<file path="config.mk">
export PLATFORM = sky130hd
export DESIGN_NAME = matrix_column_scanner
export DESIGN_NICKNAME = d
export VERILOG_FILES = /design/src/rtl/matrix_column_scanner.sv
export SDC_FILE = /design/constraint.sdc
export NUM_CORES = 1
export LEC_CHECK = 0
export BUFFER_PORTS_ARGS = -buffer_cell sky130_fd_sc_hd__buf_2
export CAP_MARGIN = 15
export CORE_MARGIN = 2
export CORE_UTILIZATION = 41
export DETAILED_ROUTE_END_ITERATION = 8
export PLACE_DENSITY = 0.69
export SKIP_CTS_REPAIR_TIMING = 1
export SLEW_MARGIN = 20
export SYNTH_ARGS = -nofsm -noshare
export SYNTH_HDL_FRONTEND = slang
export SYNTH_SLANG_ARGS = --single-unit
</file>
<file path="constraint.sdc">
create_clock -name clock -period 3.05 [get_ports clock]
set_input_delay 0.61 -clock clock [delete_from_list [all_inputs] [get_ports clock]]
set_output_delay 0.61 -clock clock [all_outputs]
set_load 0.01 [all_outputs]
</file>
<file path="src/rtl/matrix_column_scanner.sv">
// rtl/matrix_column_scanner.sv - LED matrix column scanner with double-buffered frame
// Optional MATRIX_SCAN_BLANKING_EN blanks rows on the first cycle of every column slot.
module matrix_column_scanner #(
    parameter int PRESCALE = 50000,
    parameter int ROWS     = 7
) (
    input  logic                clock,
    input  logic                reset,
    input  logic                scan_enable,
    input  logic [3*ROWS-1:0]   load_data,
    input  logic                load_valid,
    output logic                load_ready,
    output logic [2:0]          ring_counter,
    output logic [ROWS-1:0]     rows,
    output logic                frame_done
);

    localparam int TW = (PRESCALE > 1) ? $clog2(PRESCALE) : 1;
    localparam logic [TW-1:0] TICK_LAST = TW'(PRESCALE - 1);

    logic [TW-1:0]     tick_cnt;
    logic [TW-1:0]     tick_next;
    logic [3*ROWS-1:0] active_frame;
    logic [3*ROWS-1:0] active_next;
    logic [3*ROWS-1:0] shadow_frame;
    logic              shadow_full;
    logic              shadow_full_next;
    logic [2:0]        ring_next;
    logic [ROWS-1:0]   rows_next;
    logic              advance;
    logic              wrap;
    logic              accept;

    always_comb begin
        advance          = scan_enable && (tick_cnt == TICK_LAST);
        wrap             = advance && (ring_counter == 3'b001);
        accept           = load_valid && !shadow_full;

        tick_next = tick_cnt;
        if (scan_enable) begin
            tick_next = (tick_cnt == TICK_LAST) ? '0 : tick_cnt + TW'(1);
        end

        ring_next = advance ? {ring_counter[0], ring_counter[2:1]} : ring_counter;

        // Swap only at the frame boundary so a column pair never shows mixed frames.
        active_next = (wrap && shadow_full) ? shadow_frame : active_frame;

        shadow_full_next = shadow_full;
        if (accept) begin
            shadow_full_next = 1'b1;
        end else if (wrap) begin
            shadow_full_next = 1'b0;
        end

        // Rows come from the next ring/frame so they land on the same edge as the ring.
        rows_next = '0;
        if (scan_enable) begin
            case (ring_next)
                3'b100:  rows_next = active_next[ROWS-1:0];
                3'b010:  rows_next = active_next[2*ROWS-1:ROWS];
                default: rows_next = active_next[3*ROWS-1:2*ROWS];
            endcase
        end
`ifdef MATRIX_SCAN_BLANKING_EN
        if (tick_next == '0) begin
            rows_next = '0;
        end
`endif
    end

    always_ff @(posedge clock or posedge reset) begin
        if (reset) begin
            tick_cnt     <= '0;
            ring_counter <= 3'b100;
            active_frame <= '0;
            shadow_frame <= '0;
            shadow_full  <= 1'b0;
            load_ready   <= 1'b1;
            rows         <= '0;
            frame_done   <= 1'b0;
        end else begin
            tick_cnt     <= tick_next;
            ring_counter <= ring_next;
            active_frame <= active_next;
            if (accept) begin
                shadow_frame <= load_data;
            end
            shadow_full  <= shadow_full_next;
            load_ready   <= !shadow_full_next;
            rows         <= rows_next;
            frame_done   <= wrap;
        end
    end

endmodule

</file>
# Word level (Yosys, flattened, before mapping)
# Cells that the tools add are included.
# op_classes
n_eq_ne	4
n_bitwise	0
n_div	0
mul	0
n_lt_le_gt_ge	0
n_addsub	1
reduce_logical	6
n_mux	7
shift	0
# op_table
op	count
21-bit two-way mux	1
16-bit by 1-bit adder with 16-bit output (second input constant)	1
16-bit equality test (second input constant)	1
16-bit two-way mux	1
7-bit one-hot mux with 2 select lines	1
7-bit two-way mux	1
1-bit logical AND	4
3-bit by 1-bit equality test with 1-bit output (second input constant)	1
3-bit by 2-bit equality test with 1-bit output (second input constant)	1
3-bit equality test (second input constant)	1
3-bit two-way mux	1
1-bit zero test	2
1-bit two-way mux	2
# totals
mem_count	0
wordCells	26
ramBits	0
inputBits	25
ff_bits	71
romBits	0
out_inout_bits	12
latch_bits	0

# Logic depth before layout (Yosys ltp)
# Gate-level depths: netlist (run 1).
# logic_depth
depth_word	7
depth_mapped	8
mapped_depth_nobuf	6

# Worst setup path before layout (run 1)
# OpenSTA, ideal clock, no wires.
# synth_timing
path_kind	register -> register
startpoint	register tick_cnt[4]
endpoint	register rows[2]
required_ns	2.899
path_slack_ns	0.858
setup_ns	0.151
arrival_time_ns	2.041
path_stages_with_launch	8
path_buffers	2
synth_period_minus_slack_ns	2.192
cell_sequence	dfrtp_1 or4b_4 nor4_4 and2_1 buf_4 buf_6 mux2i_1 o221ai_1
# synth_via
elab_chain_len	7
elab_cells_between_ends	10
cone_classes	3 x eq/ne; 4 x mux; 3 x reduce/logical
# synth_lines
item	line	rtl
start: declaration	21	logic [TW-1:0] tick_cnt;
start signal: assignment	83	tick_cnt <= tick_next;
16-bit equality test (*)	35	advance = scan_enable && (tick_cnt == TICK_LAST);
1-bit logical AND (*)	35	
branches (longest 3 deep; another with 3-bit two-way mux)	-	
7-bit one-hot mux with 2 select lines (*)	59	case (ring_next)
7-bit two-way mux (*)	58	if (scan_enable) begin
via rows_next[2]	29	logic [ROWS-1:0] rows_next;
end signal: assignment	91	rows <= rows_next;
end: declaration	14	output logic [ROWS-1:0] rows,
# Mark *: on every way through the listed nets, which the timed path passes.
# A chain may end at the register's enable or synchronous reset.

# Worst setup path in the final report (run 1)
# layout_timing
startpoint	register tick_cnt[4]
endpoint	register rows[3]
# Same word-level chain as after synthesis.

==> reports/metrics.csv, run 1 <==
stage,metric,value,unit
final_layout,Ant. Diodes,0,
cts,CTS Buffer Depth,2,
logic_synthesis,most common cell in the synthesized netlist,dfrtp_1,
floorplanning,Rows,31,
cts,Skew-Pair Late Insertion Delay,0.35,ns
drt,DRT iter0 DRCs,130,
power_and_ir_drop,leakage,1.79,nW
drt,Routed WL,5600,um
global_routing,largest net degree at the start of global routing,27,
power_and_ir_drop,Peak VDD IR,207,uV
global_routing,vias in the first global route,1922,
critical_path,crit end category,flop,
critical_path,CP Launch Type,flop,
sta,clk_skew,0.0124,ns
logic_synthesis,commonest cells in the netlist,"dfrtp_1 (69), mux2_2 (25), inv_1 (18)",
sta,Final Setup Violations,0,
sta,TNS Setup,0,ns
global_routing,initial antenna violation count,0,
worst_hold_path,HP Class,input pin to asynchronous set/reset pin,
placed_design,HPWL after detailed placement,3950,um
final_layout,Post-Layout Cell Count,393,
critical_path,WS Path Type,flop to flop,
logic_synthesis,ys async rst share,100,%
logic_synthesis,largest family of logic cells by synthesized area,multiplexers,
critical_path,WP data arrival,2.73,ns
sta,Tmin final,2.54,ns
power_and_ir_drop,total power,1.84,mW
sta,unrepaired setup endpoints after global routing,false,
final_layout,Post-Layout Inst Area,0.00353,mm^2
logic_synthesis,area share of and/or/nand/nor cells after synthesis,12.9,%
cts,CTS tree,built,
final_layout,fillcell total,653,
logic_synthesis,mux cell area share after synthesis,14.1,%
global_routing,grt ovf,0,
floorplanning,die area,0.00815,mm^2
critical_path,r2r startpoint,tick_cnt[4],
drt,WL per Instance,14.2,um
logic_synthesis,"Cell Area, Synth",0.00305,mm^2
job,max_cap viols,0,
floorplanning,Initial Util,42.3,%
placed_design,Buffers on Ports,36,
sta,Rel. slew slack,53.4,%
placed_design,DP Area,0.00336,mm^2
cts,H-Tree Depth,3,
sta,Final Hold Viols,0,
cts,number of buffers created by CTS,9,
logic_synthesis,"EDFF count, synth",0,
critical_path,worst path cell trace,or4b_4 > nor4_4 > and2_1 > buf_4 > mux2i_1 > o221ai_1,
critical_path,Critical Path Fanout Max,15,
logic_synthesis,Seq cells post-synth,71,
logic_synthesis,sequential-to-total area share from yosys stat,58.3,%
logic_synthesis,post-synthesis cell count,246,
placed_design,Placement Setup Slack,0.525,ns
critical_path,Worst EP required,3.24,ns
final_layout,"Area growth, synth to finish",15.7,%
global_routing,first-pass GRT wire length,9630,um
final_layout,layout cells sized above 1,32.3,%
floorplanning,Die W,90.3,um
drt,"antenna viol nets, final",0,
sta,WHS,0.256,ns
sta,Fmax,393,MHz
logic_synthesis,"area leader, netlist",dfrtp_1,
cts,Root Driver,clkbuf_8,
critical_path,worst setup path startpoint,tick_cnt[4],
logic_synthesis,average size of a mapped cell,12.4,um^2
floorplanning,Die H,90.3,um
power_and_ir_drop,PD cells,520,mW/mm^2
placed_design,gpl congestion,0.807,
drt,First-pass DRT Iterations,4,
cts,clock sinks,71,
logic_synthesis,Post-Synth Adder-Cell Area,0.410,%
floorplanning,I/O Pins,37,
sta,PnR worst setup slack,0.508,ns
logic_synthesis,Synth Flop Type,dfrtp_1,
logic_synthesis,Synth Net Count,272,
cts,Worst-path clk slew,0.07,ns
logic_synthesis,XOR/XNOR share of the synthesized area,3.44,%
outcome,status,finished clean,
final_layout,Finished Core Util,48.9,%
sta,"Slew Viols, Final",0,
global_routing,overall routing resource usage,15.3,%
sta,Worst-Margin Slew,0.699,ns
critical_path,max incr delay on CP,0.56,ns
logic_synthesis,"top cells by area, synth","dfrtp_1 (57%), mux2_2 (9.2%), mux2i_1 (4.9%), o221ai_1 (2.3%), xnor2_1 (2.3%)",
drt,DRC violations left,0,
logic_synthesis,"Distinct cells, synth",39,
logic_synthesis,Synth Area in Compound Gates,6.85,%
sta,fin crit share,83.3,%
drt,Via-to-Cell Ratio,4.81,
floorplanning,CORE AREA,0.00721,mm^2
placed_design,# placed instances,377,
final_layout,Nets,315,
critical_path,"Slowest-stage cell, CP",or4b_4,
logic_synthesis,Yosys warnings,0,
drt,Vias,1890,
logic_synthesis,post-synth top area share,56.6,%
cell usage in the layout, fill, tap and decap left out, types with 5 or more instances in the layout:
cell,Yosys,final
xnor2_1,8,8
inv_1,18,17
nand4_1,7,7
buf_2,0,36
clkbuf_8,0,9
mux2i_1,15,15
mux2_2,25,25
a21boi_0,7,7
and3_1,10,10
or2_2,5,5
buf_4,1,7
dfrtp_1,69,69
o211ai_1,7,7
nor2_1,9,9
o221ai_1,8,8
nand2_1,9,9
worst max-delay path, delay by kind of cell (launching register included):
family	cells	cell delay (ns)
compound gates	1	0.17
simple gates	3	1.20
mux	1	0.32
buf+inv	1	0.27
flops	1	0.42
power by group:
group | total, mW | internal [mW] | leakage, nW | switching (mW)
combinational | 0.121 | 0.0644 | 0.769 | 0.0569
sequential | 1.06 | 1.00 | 0.937 | 0.0542
clock | 0.658 | 0.296 | 0.0858 | 0.363
metal layers:
layer	share of wire, %	GRT usage [%]
met3	3.6	4.09
met4	2.6	9.36
met2	43	21.2
met1	50	21.4
met5	0	0
worst paths after layout:
path | end | slack [ns] | depth (start not counted)
worst max-delay path | rows[3] | 0.51 | 6
worst min-delay path | shadow_frame[14] | 0.26 | 2
worst max register to register | rows[3] | 0.51 | 6
worst min register to register | active_frame[18] | 0.49 | 2
max in group asynchronous | load_ready | 2.08 | 3
min in group clock | shadow_frame[19] | 0.48 | 2
sequential cells by signal, indices dropped and copies added, names as in the netlist:
name,flops
ring_counter,3
frame_done,1
rows,7
shadow_full,1
shadow_frame,21
load_ready,1
tick_cnt,16
active_frame,21
cell type report:
type                       count  area, um^2  area share, %
tap                           99         124           3.51
sequential                    71        1780           50.4
timing repair buffer          43         233           6.59
multi-input combinational    146        1150           32.7
inverter                      18        67.6           1.91
clock buffer                   9         124           3.51
clock inverter                 7        47.5           1.35
cells by family (layout without fill, tap and decap cells):
family                   Yosys count  after routing
flip-flops                        71             71
AND/OR/NAND/NOR                   65             65
multiplexers                      40             40
buffers and inverters             29             77
AO/OA/AOI/OAI                     28             28
XOR/XNOR                          12             12
adder cells (fa/ha/maj)            1              1
No activity file was read; power rests on OpenSTA's default activity.
==> inputs of run 2 (changes only) <==
--- a/config.mk
+++ b/config.mk
@@ -5,12 +5,13 @@
 export SDC_FILE = /design/constraint.sdc
 export NUM_CORES = 1
 export LEC_CHECK = 0
+export ABC_AREA = 1
 export BUFFER_PORTS_ARGS = -buffer_cell sky130_fd_sc_hd__buf_2
 export CAP_MARGIN = 15
 export CORE_MARGIN = 2
 export CORE_UTILIZATION = 41
 export DETAILED_ROUTE_END_ITERATION = 8
-export PLACE_DENSITY = 0.69
+export PLACE_DENSITY = 0.68
 export SKIP_CTS_REPAIR_TIMING = 1
 export SLEW_MARGIN = 20
 export SYNTH_ARGS = -nofsm -noshare
==> constraint.sdc (replaced) <==
create_clock -name clock -period 2.6 [get_ports clock]
set_input_delay 0.52 -clock clock [delete_from_list [all_inputs] [get_ports clock]]
set_output_delay 0.52 -clock clock [all_outputs]
set_load 0.01 [all_outputs]
==> run 2 against run 1 <==
Largest power group unchanged. Utilization decreased by 1.2 points. Critical endpoint is now rows[0]. Clock power increased by 36%. Synthesized area increased by 11%. Combinational power increased by 96%.
==> reports/metrics.csv, run 2 <==
stage,metric,value,unit,change
outcome,status,finished clean,,unchanged
worst_hold_path,HP Class,input pin to asynchronous set/reset pin,,unchanged
power_and_ir_drop,PD cells,616,mW/mm^2,was 520 mW/mm^2
sta,TNS Setup,0,ns,unchanged
cts,Root Driver,clkbuf_8,,unchanged
drt,DRT iter0 DRCs,106,,was 130
floorplanning,CORE AREA,0.00809,mm^2,was 0.00721 mm^2
sta,fin crit share,84.6,%,was 83.3%
logic_synthesis,Synth Net Count,393,,was 272
floorplanning,die area,0.00897,mm^2,was 0.00815 mm^2
critical_path,max incr delay on CP,0.37,ns,was 0.56 ns
floorplanning,Initial Util,41.7,%,was 42.3%
global_routing,grt ovf,0,,unchanged
drt,Routed WL,6900,um,was 5600 um
power_and_ir_drop,Peak VDD IR,398,uV,was 207 uV
logic_synthesis,post-synthesis cell count,367,,was 246
critical_path,CP Launch Type,flop,,unchanged
final_layout,leading registers by flop count,"active_frame x21, shadow_frame x21, tick_cnt x16",,unchanged
final_layout,"commonest non-fill, non-tap cells in the layout","nand2_1 (74), dfrtp_1 (69), inv_1 (42)",,"was dfrtp_1 (69), buf_2 (36), mux2_2 (25)"
power_and_ir_drop,total power,2.38,mW,was 1.84 mW
floorplanning,Die W,94.7,um,was 90.3 um
logic_synthesis,Yosys warnings,0,,unchanged
global_routing,initial antenna violation count,0,,unchanged
global_routing,vias in the first global route,2543,,was 1922
final_layout,Ant. Diodes,0,,unchanged
drt,WL per Instance,13.4,um,was 14.2 um
placed_design,HPWL after detailed placement,4820,um,was 3950 um
critical_path,WP data arrival,2.44,ns,was 2.73 ns
global_routing,first-pass GRT wire length,12100,um,was 9630 um
sta,Worst-Margin Slew,0.621,ns,was 0.699 ns
cts,clock sinks,71,,unchanged
cts,Worst-path clk slew,0.08,ns,was 0.07 ns
final_layout,fillcell total,824,,was 653
critical_path,WS Path Type,flop to flop,,unchanged
final_layout,multi-input logic area,0.00132,mm^2,was 0.00115 mm^2
critical_path,Worst EP required,2.84,ns,was 3.24 ns
critical_path,Reg2Reg Depth,14,,was 6
job,max_cap viols,0,,unchanged
global_routing,largest net degree at the start of global routing,32,,was 27
drt,"antenna viol nets, final",0,,unchanged
cts,CTS tree,built,,unchanged
critical_path,"Top cell by count, worst path",nand2_1,,
critical_path,"Slowest-stage cell, CP",dfrtp_1,,was or4b_4
logic_synthesis,Seq cells post-synth,71,,unchanged
sta,"Slew Viols, Final",0,,unchanged
critical_path,WP depth,14,,was 6
sta,Final Setup Violations,0,,unchanged
final_layout,layout cells sized above 1,27.9,%,was 32.3%
floorplanning,Die H,94.7,um,was 90.3 um
cts,CTS Buffer Depth,2,,unchanged
final_layout,"commonest non-fill, non-tap cell in the layout",nand2_1,,was dfrtp_1
drt,First-pass DRT Iterations,4,,unchanged
sta,Fmax,455,MHz,was 393 MHz
logic_synthesis,"EDFF count, synth",0,,unchanged
critical_path,Critical Path Fanout Max,21,,was 15
logic_synthesis,"area leader, netlist",dfrtp_1,,unchanged
drt,DRC violations left,0,,unchanged
critical_path,Worst Path Buf+Inv,2,,was 1
logic_synthesis,post-synth top area share,51.2,%,was 56.6%
final_layout,Sequential cell area,0.00178,mm^2,unchanged
logic_synthesis,average size of a mapped cell,9.19,um^2,was 12.4 um^2
critical_path,Top delay family on crit path,simple AND/OR/NAND/NOR gates,,unchanged
cts,number of buffers created by CTS,9,,unchanged
placed_design,Buffers on Ports,36,,unchanged
logic_synthesis,Synth Flop Type,dfrtp_1,,unchanged
critical_path,crit end category,flop,,unchanged
critical_path,worst path cell trace,ha_1 > nand2_1 > inv_2 > nand2_4 > nor2_8 > nand3_4 > clkinv_2 > nand3_4 > nand2_1 > nand2_1 > nand2_1 > nand2_1 > nor2_1 > nor2_1,,was or4b_4 > nor4_4 > and2_1 > buf_4 > mux2i_1 > o221ai_1
sta,clk_skew,0.0139,ns,was 0.0124 ns
global_routing,overall routing resource usage,17.6,%,was 15.3%
cts,H-Tree Depth,3,,unchanged
final_layout,"Area growth, synth to finish",14.5,%,was 15.7%
logic_synthesis,"top cells by area, synth","dfrtp_1 (51%), nand2_1 (8.2%), nand4_1 (6.1%), inv_1 (4.8%), mux2_2 (4.7%)",,"was dfrtp_1 (57%), mux2_2 (9.2%), mux2i_1 (4.9%), o221ai_1 (2.3%), xnor2_1 (2.3%)"
sta,Final Hold Viols,0,,unchanged
logic_synthesis,"Cell Area, Synth",0.00337,mm^2,was 0.00305 mm^2
logic_synthesis,commonest cells in the netlist,"nand2_1 (74), dfrtp_1 (69), inv_1 (43)",,"was dfrtp_1 (69), mux2_2 (25), inv_1 (18)"
sta,unrepaired setup endpoints after global routing,false,,unchanged
floorplanning,I/O Pins,37,,unchanged
sta,Tmin final,2.20,ns,was 2.54 ns
cts,Skew-Pair Late Insertion Delay,0.35,ns,about the same
sta,Rel. slew slack,58.5,%,was 53.4%
placed_design,gpl congestion,0.893,,was 0.807
drt,Vias,2514,,was 1890
power_and_ir_drop,leakage,2.05,nW,was 1.79 nW
logic_synthesis,"Distinct cells, synth",31,,was 39
logic_synthesis,sequential-to-total area share from yosys stat,52.7,%,was 58.3%
floorplanning,Rows,33,,was 31
drt,Via-to-Cell Ratio,4.86,,was 4.81
logic_synthesis,ys async rst share,100,%,unchanged
logic_synthesis,most common cell in the synthesized netlist,nand2_1,,was dfrtp_1
final_layout,Nets,433,,was 315
## run 2: cell count changes after synthesis, moves of 6 or more
cell	delta
a21oi_1	+10
and3_1	-10
o211ai_1	-7
nand4_1	+26
xnor2_1	-6
o221ai_1	-8
nor2_1	+31
mux2i_1	-15
mux2_2	-11
nand2_1	+65
a21boi_0	-7
inv_1	+25
nand2_2	+21
## run 2: layer usage
layer,track usage [%],vias to the layer above,wire length (um)
li1,-,1255,-
met1,23.1,1200,3150
met2,28.7,51,3380
met3,4.95,8,307
met4,4.83,0,68
met5,0,-,0
## run 2: where the power goes
part           switching, mW  internal [mW]
clock network          0.417          0.475
logic                  0.147         0.0905
registers             0.0802           1.17
total                  0.644           1.74
## run 2: cell families (layout without fill, tap and decap cells)
logic type	count (synthesis)	in the layout	share of synthesized area (%)
flops	71	71	52.7
simple gates	193	193	29.5
compound gates	18	18	2.85
fa+ha+maj	1	1	0.371
buf+inv	63	108	8.05
mux	14	14	4.67
xor+xnor	7	7	1.82
## run 2: path summary, 6_finish.rpt
| kind | from | slack [ns] | end |
|---|---|---|---|
| min in group clock | load_data[1] | 0.39 | shadow_frame[1] |
| hold reg to reg | active_frame[13] | 0.47 | active_frame[13] |
| max in group asynchronous | reset | 1.66 | load_ready |
| hold / removal | reset | 0.24 | shadow_frame[19] |
| setup / recovery | tick_cnt[0] | 0.40 | rows[0] |
| setup reg to reg | tick_cnt[0] | 0.40 | rows[0] |
## run 2: area by class of cell
type,count,area share (%)
repair buffers,42,6.15
clock inverters,4,1.43
well taps,105,3.40
clock buffers,12,3.76
flip-flops and latches,71,46.1
inverters,50,4.92
multi-input cells,233,34.3
## run 2: per-stage QoR
step | utilization (%) | worst slack (ns) | cell area (um^2) | instances | hold WS (ns)
after global routing | 47.7 | 0.107 | 3860 | 517 | 0.284
after global placement | 45.3 | 0.475 | 3660 | 501 | 0.454
after floorplan | - | 0.287 | 3370 | 367 | 0.438
after CTS | 47.7 | 0.360 | 3860 | 517 | 0.252
after detailed placement | 45.3 | 0.383 | 3660 | 501 | 0.458
final | 47.7 | 0.400 | 3860 | 517 | 0.240
## run 2: worst register-to-register path, cell delays in order (launching register included)
cell,delay [ns]
dfrtp_1,0.37
ha_1,0.20
nand2_1,0.08
inv_2,0.10
nand2_4,0.08
nor2_8,0.15
nand3_4,0.16
clkinv_2,0.20
nand3_4,0.28
nand2_1,0.15
nand2_1,0.08
nand2_1,0.08
nand2_1,0.05
nor2_1,0.09
nor2_1,0.05
==> inputs of run 3 (changes only) <==
--- a/config.mk
+++ b/config.mk
@@ -5,13 +5,13 @@
 export SDC_FILE = /design/constraint.sdc
 export NUM_CORES = 1
 export LEC_CHECK = 0
-export ABC_AREA = 1
+export ABC_AREA = 0
 export BUFFER_PORTS_ARGS = -buffer_cell sky130_fd_sc_hd__buf_2
 export CAP_MARGIN = 15
 export CORE_MARGIN = 2
 export CORE_UTILIZATION = 41
 export DETAILED_ROUTE_END_ITERATION = 8
-export PLACE_DENSITY = 0.68
+export PLACE_DENSITY = 0.69
 export SKIP_CTS_REPAIR_TIMING = 1
 export SLEW_MARGIN = 20
 export SYNTH_ARGS = -nofsm -noshare
==> constraint.sdc (replaced) <==
create_clock -name clock -period 2.2 [get_ports clock]
set_input_delay 0.44 -clock clock [delete_from_list [all_inputs] [get_ports clock]]
set_output_delay 0.44 -clock clock [all_outputs]
set_load 0.01 [all_outputs]
==> run 3 against run 2 <==
Via count fell by 23%. Critical path depth shrank 8. Count of clock-buffer cells in the layout is 2 lower. Sequential cell count is the same. Worst hold slack got worse by 0.13 ns. Non-clock buffer count increased by 11. Largest power group unchanged. Highest routed layer unchanged.
==> reports/metrics.csv, run 3 (synthesis gave the netlist of run 1 again) <==
stage,metric,value,unit,change
critical_path,Top delay family on crit path,simple AND/OR/NAND/NOR gates,,unchanged
final_layout,multi-input logic area,0.00116,mm^2,was 0.00132 mm^2
final_layout,layout cells sized above 1,35.2,%,was 27.9%
global_routing,largest net degree at the start of global routing,53,,was 32
drt,DRC violations left,0,,unchanged
floorplanning,Die W,90.3,um,was 94.7 um
critical_path,WP depth,6,,was 14
drt,Vias,1948,,was 2514
floorplanning,Die H,90.3,um,was 94.7 um
power_and_ir_drop,Comb pwr share,7.5,%,was 10.0%
global_routing,vias in the first global route,1971,,was 2543
drt,WL per Instance,13.9,um,was 13.4 um
critical_path,WS Path Type,flop to flop,,unchanged
floorplanning,I/O Pins,37,,unchanged
global_routing,initial antenna violation count,0,,unchanged
final_layout,fillcell total,664,,was 824
critical_path,Worst EP required,2.40,ns,was 2.84 ns
sta,clk_skew,0.00951,ns,was 0.0139 ns
cts,CTS tree,built,,unchanged
sta,PnR worst setup slack,0.0878,ns,was 0.400 ns
drt,Routed WL,5610,um,was 6900 um
sta,Worst-Margin Slew,0.466,ns,was 0.621 ns
critical_path,Critical Path Fanout Max,7,,was 21
critical_path,WP data arrival,2.31,ns,was 2.44 ns
critical_path,max incr delay on CP,0.53,ns,was 0.37 ns
drt,"antenna viol nets, final",0,,unchanged
sta,fin crit share,96.0,%,was 84.6%
power_and_ir_drop,leakage,1.86,nW,was 2.05 nW
critical_path,CP Launch Type,flop,,unchanged
floorplanning,die area,0.00815,mm^2,was 0.00897 mm^2
critical_path,Reg2Reg Depth,6,,was 14
placed_design,gpl congestion,0.820,,was 0.893
floorplanning,Rows,31,,was 33
global_routing,overall routing resource usage,15.2,%,was 17.6%
sta,Final Setup Violations,0,,unchanged
job,max_cap viols,0,,unchanged
critical_path,"Slowest-stage cell, CP",or4b_4,,was dfrtp_1
placed_design,Buffers on Ports,36,,unchanged
power_and_ir_drop,Sw Share,24.3,%,was 27.1%
critical_path,worst path cell trace,or4b_4 > nor4_4 > buf_6 > mux2_2 > o211ai_1 > o221ai_1,,was ha_1 > nand2_1 > inv_2 > nand2_4 > nor2_8 > nand3_4 > clkinv_2 > nand3_4 > nand2_1 > nand2_1 > nand2_1 > nand2_1 > nor2_1 > nor2_1
placed_design,HPWL after detailed placement,4010,um,was 4820 um
placed_design,# placed instances,385,,was 501
critical_path,Worst Path Buf+Inv,1,,was 2
sta,Fmax,473,MHz,was 455 MHz
cts,number of buffers created by CTS,9,,unchanged
cts,Worst-path clk slew,0.08,ns,about the same
outcome,status,finished clean,,unchanged
final_layout,Nets,325,,was 433
drt,DRT iter0 DRCs,103,,was 106
final_layout,Sequential cell area,0.00178,mm^2,unchanged
drt,First-pass DRT Iterations,4,,unchanged
power_and_ir_drop,switching pwr,651,uW,was 644 uW
sta,TNS Setup,0,ns,unchanged
sta,Rel. slew slack,68.8,%,was 58.5%
power_and_ir_drop,Peak VDD IR,283,uV,was 398 uV
drt,Via-to-Cell Ratio,4.83,,was 4.86
cts,H-Tree Depth,3,,unchanged
power_and_ir_drop,Clock power frac,38.0,%,was 37.5%
cts,Root Driver,clkbuf_8,,unchanged
critical_path,crit end category,flop,,unchanged
global_routing,grt ovf,0,,unchanged
worst_hold_path,HP Class,input pin to asynchronous set/reset pin,,unchanged
global_routing,first-pass GRT wire length,9780,um,was 12100 um
final_layout,"Area growth, synth to finish",20.5,%,was 14.5%
final_layout,"commonest non-fill, non-tap cell in the layout",dfrtp_1,,was nand2_1
final_layout,Post-Layout Cell Count,403,,was 517
sta,unrepaired setup endpoints after global routing,true,,was false
placed_design,Placement Setup Slack,0.0703,ns,was 0.383 ns
power_and_ir_drop,sequential share of power,54.5,%,was 52.5%
floorplanning,CORE AREA,0.00721,mm^2,was 0.00809 mm^2
floorplanning,Initial Util,42.3,%,was 41.7%
cts,CTS Buffer Depth,2,,unchanged
power_and_ir_drop,PD cells,729,mW/mm^2,was 616 mW/mm^2
cts,clock sinks,71,,unchanged
sta,Final Hold Viols,0,,unchanged
power_and_ir_drop,Int Power,2.03,mW,was 1.74 mW
final_layout,Ant. Diodes,0,,unchanged
sta,Tmin final,2.11,ns,was 2.20 ns
cts,Skew-Pair Late Insertion Delay,0.34,ns,was 0.35 ns
final_layout,leading registers by flop count,"active_frame x21, shadow_frame x21, tick_cnt x16",,unchanged
sta,"Slew Viols, Final",0,,unchanged
final_layout,"commonest non-fill, non-tap cells in the layout","dfrtp_1 (69), buf_2 (36), mux2_2 (25)",,"was nand2_1 (74), dfrtp_1 (69), inv_1 (42)"
==> run 3: cell count changes in the layout (fill, tap and decap cells not counted), moves of 7 or more <==
cell and delta:
nand2_1 -65, nor2_1 -31, nand4_1 -26, inv_1 -25, nand2_2 -21, mux2i_1 +14, mux2_2 +11, a21oi_1 -10
and3_1 +10, buf_4 +8, o221ai_1 +8, a21boi_0 +7, o211ai_1 +7
==> run 3: final cells by class <==
| class | count | share of cell area [%] |
|---|---|---|
| Clock buffer | 10 | 3.47 |
| Inverter | 18 | 1.94 |
| Clock inverter | 6 | 1.87 |
| Timing Repair Buffer | 53 | 9.26 |
| Tap cell | 99 | 3.37 |
| Sequential cell | 71 | 48.4 |
| Multi-Input combinational cell | 146 | 31.7 |
==> run 3: worst paths after layout <==
| path | start | end | slack, ns |
|---|---|---|---|
| min | reset | tick_cnt[4] | 0.11 |
| max | tick_cnt[5] | rows[5] | 0.09 |
| max reg2reg | tick_cnt[5] | rows[5] | 0.09 |
| min in group clock | load_data[15] | shadow_frame[15] | 0.32 |
| min reg2reg | active_frame[13] | active_frame[13] | 0.50 |
| max in group asynchronous | reset | load_ready | 1.47 |
==> run 3: power groups by stage <==
stage / Combinational (mW) / Sequential [mW] / Clock, mW
final: 0.200 / 1.46 / 1.02
after global routing: 0.225 / 1.48 / 1.11
after CTS: 0.204 / 1.46 / 1.05
after detailed placement: 0.201 / 1.48 / 0
after global placement: 0.195 / 1.48 / 0
after floorplan: 0.127 / 1.47 / 0
==> run 3: through the flow <==
stage | power [mW] | hold slack, ns | utilization [%] | cell area (um^2)
after detailed placement | 1.69 | 0.481 | 47.8 | 3450
after CTS | 2.72 | 0.115 | 50.5 | 3640
after global routing | 2.81 | 0.150 | 51.0 | 3680
final | 2.68 | 0.113 | 51.0 | 3680
after global placement | 1.68 | 0.471 | 47.8 | 3450
after floorplan | 1.59 | 0.446 | - | 3060
==> run 3: per-layer routing <==
metal,GRT usage [%],wire [um],vias up
met5,0,0,-
met4,6.54,93,0
met3,4.17,244,9
met2,21.9,2530,38
met1,21.6,2740,935
li1,-,-,966
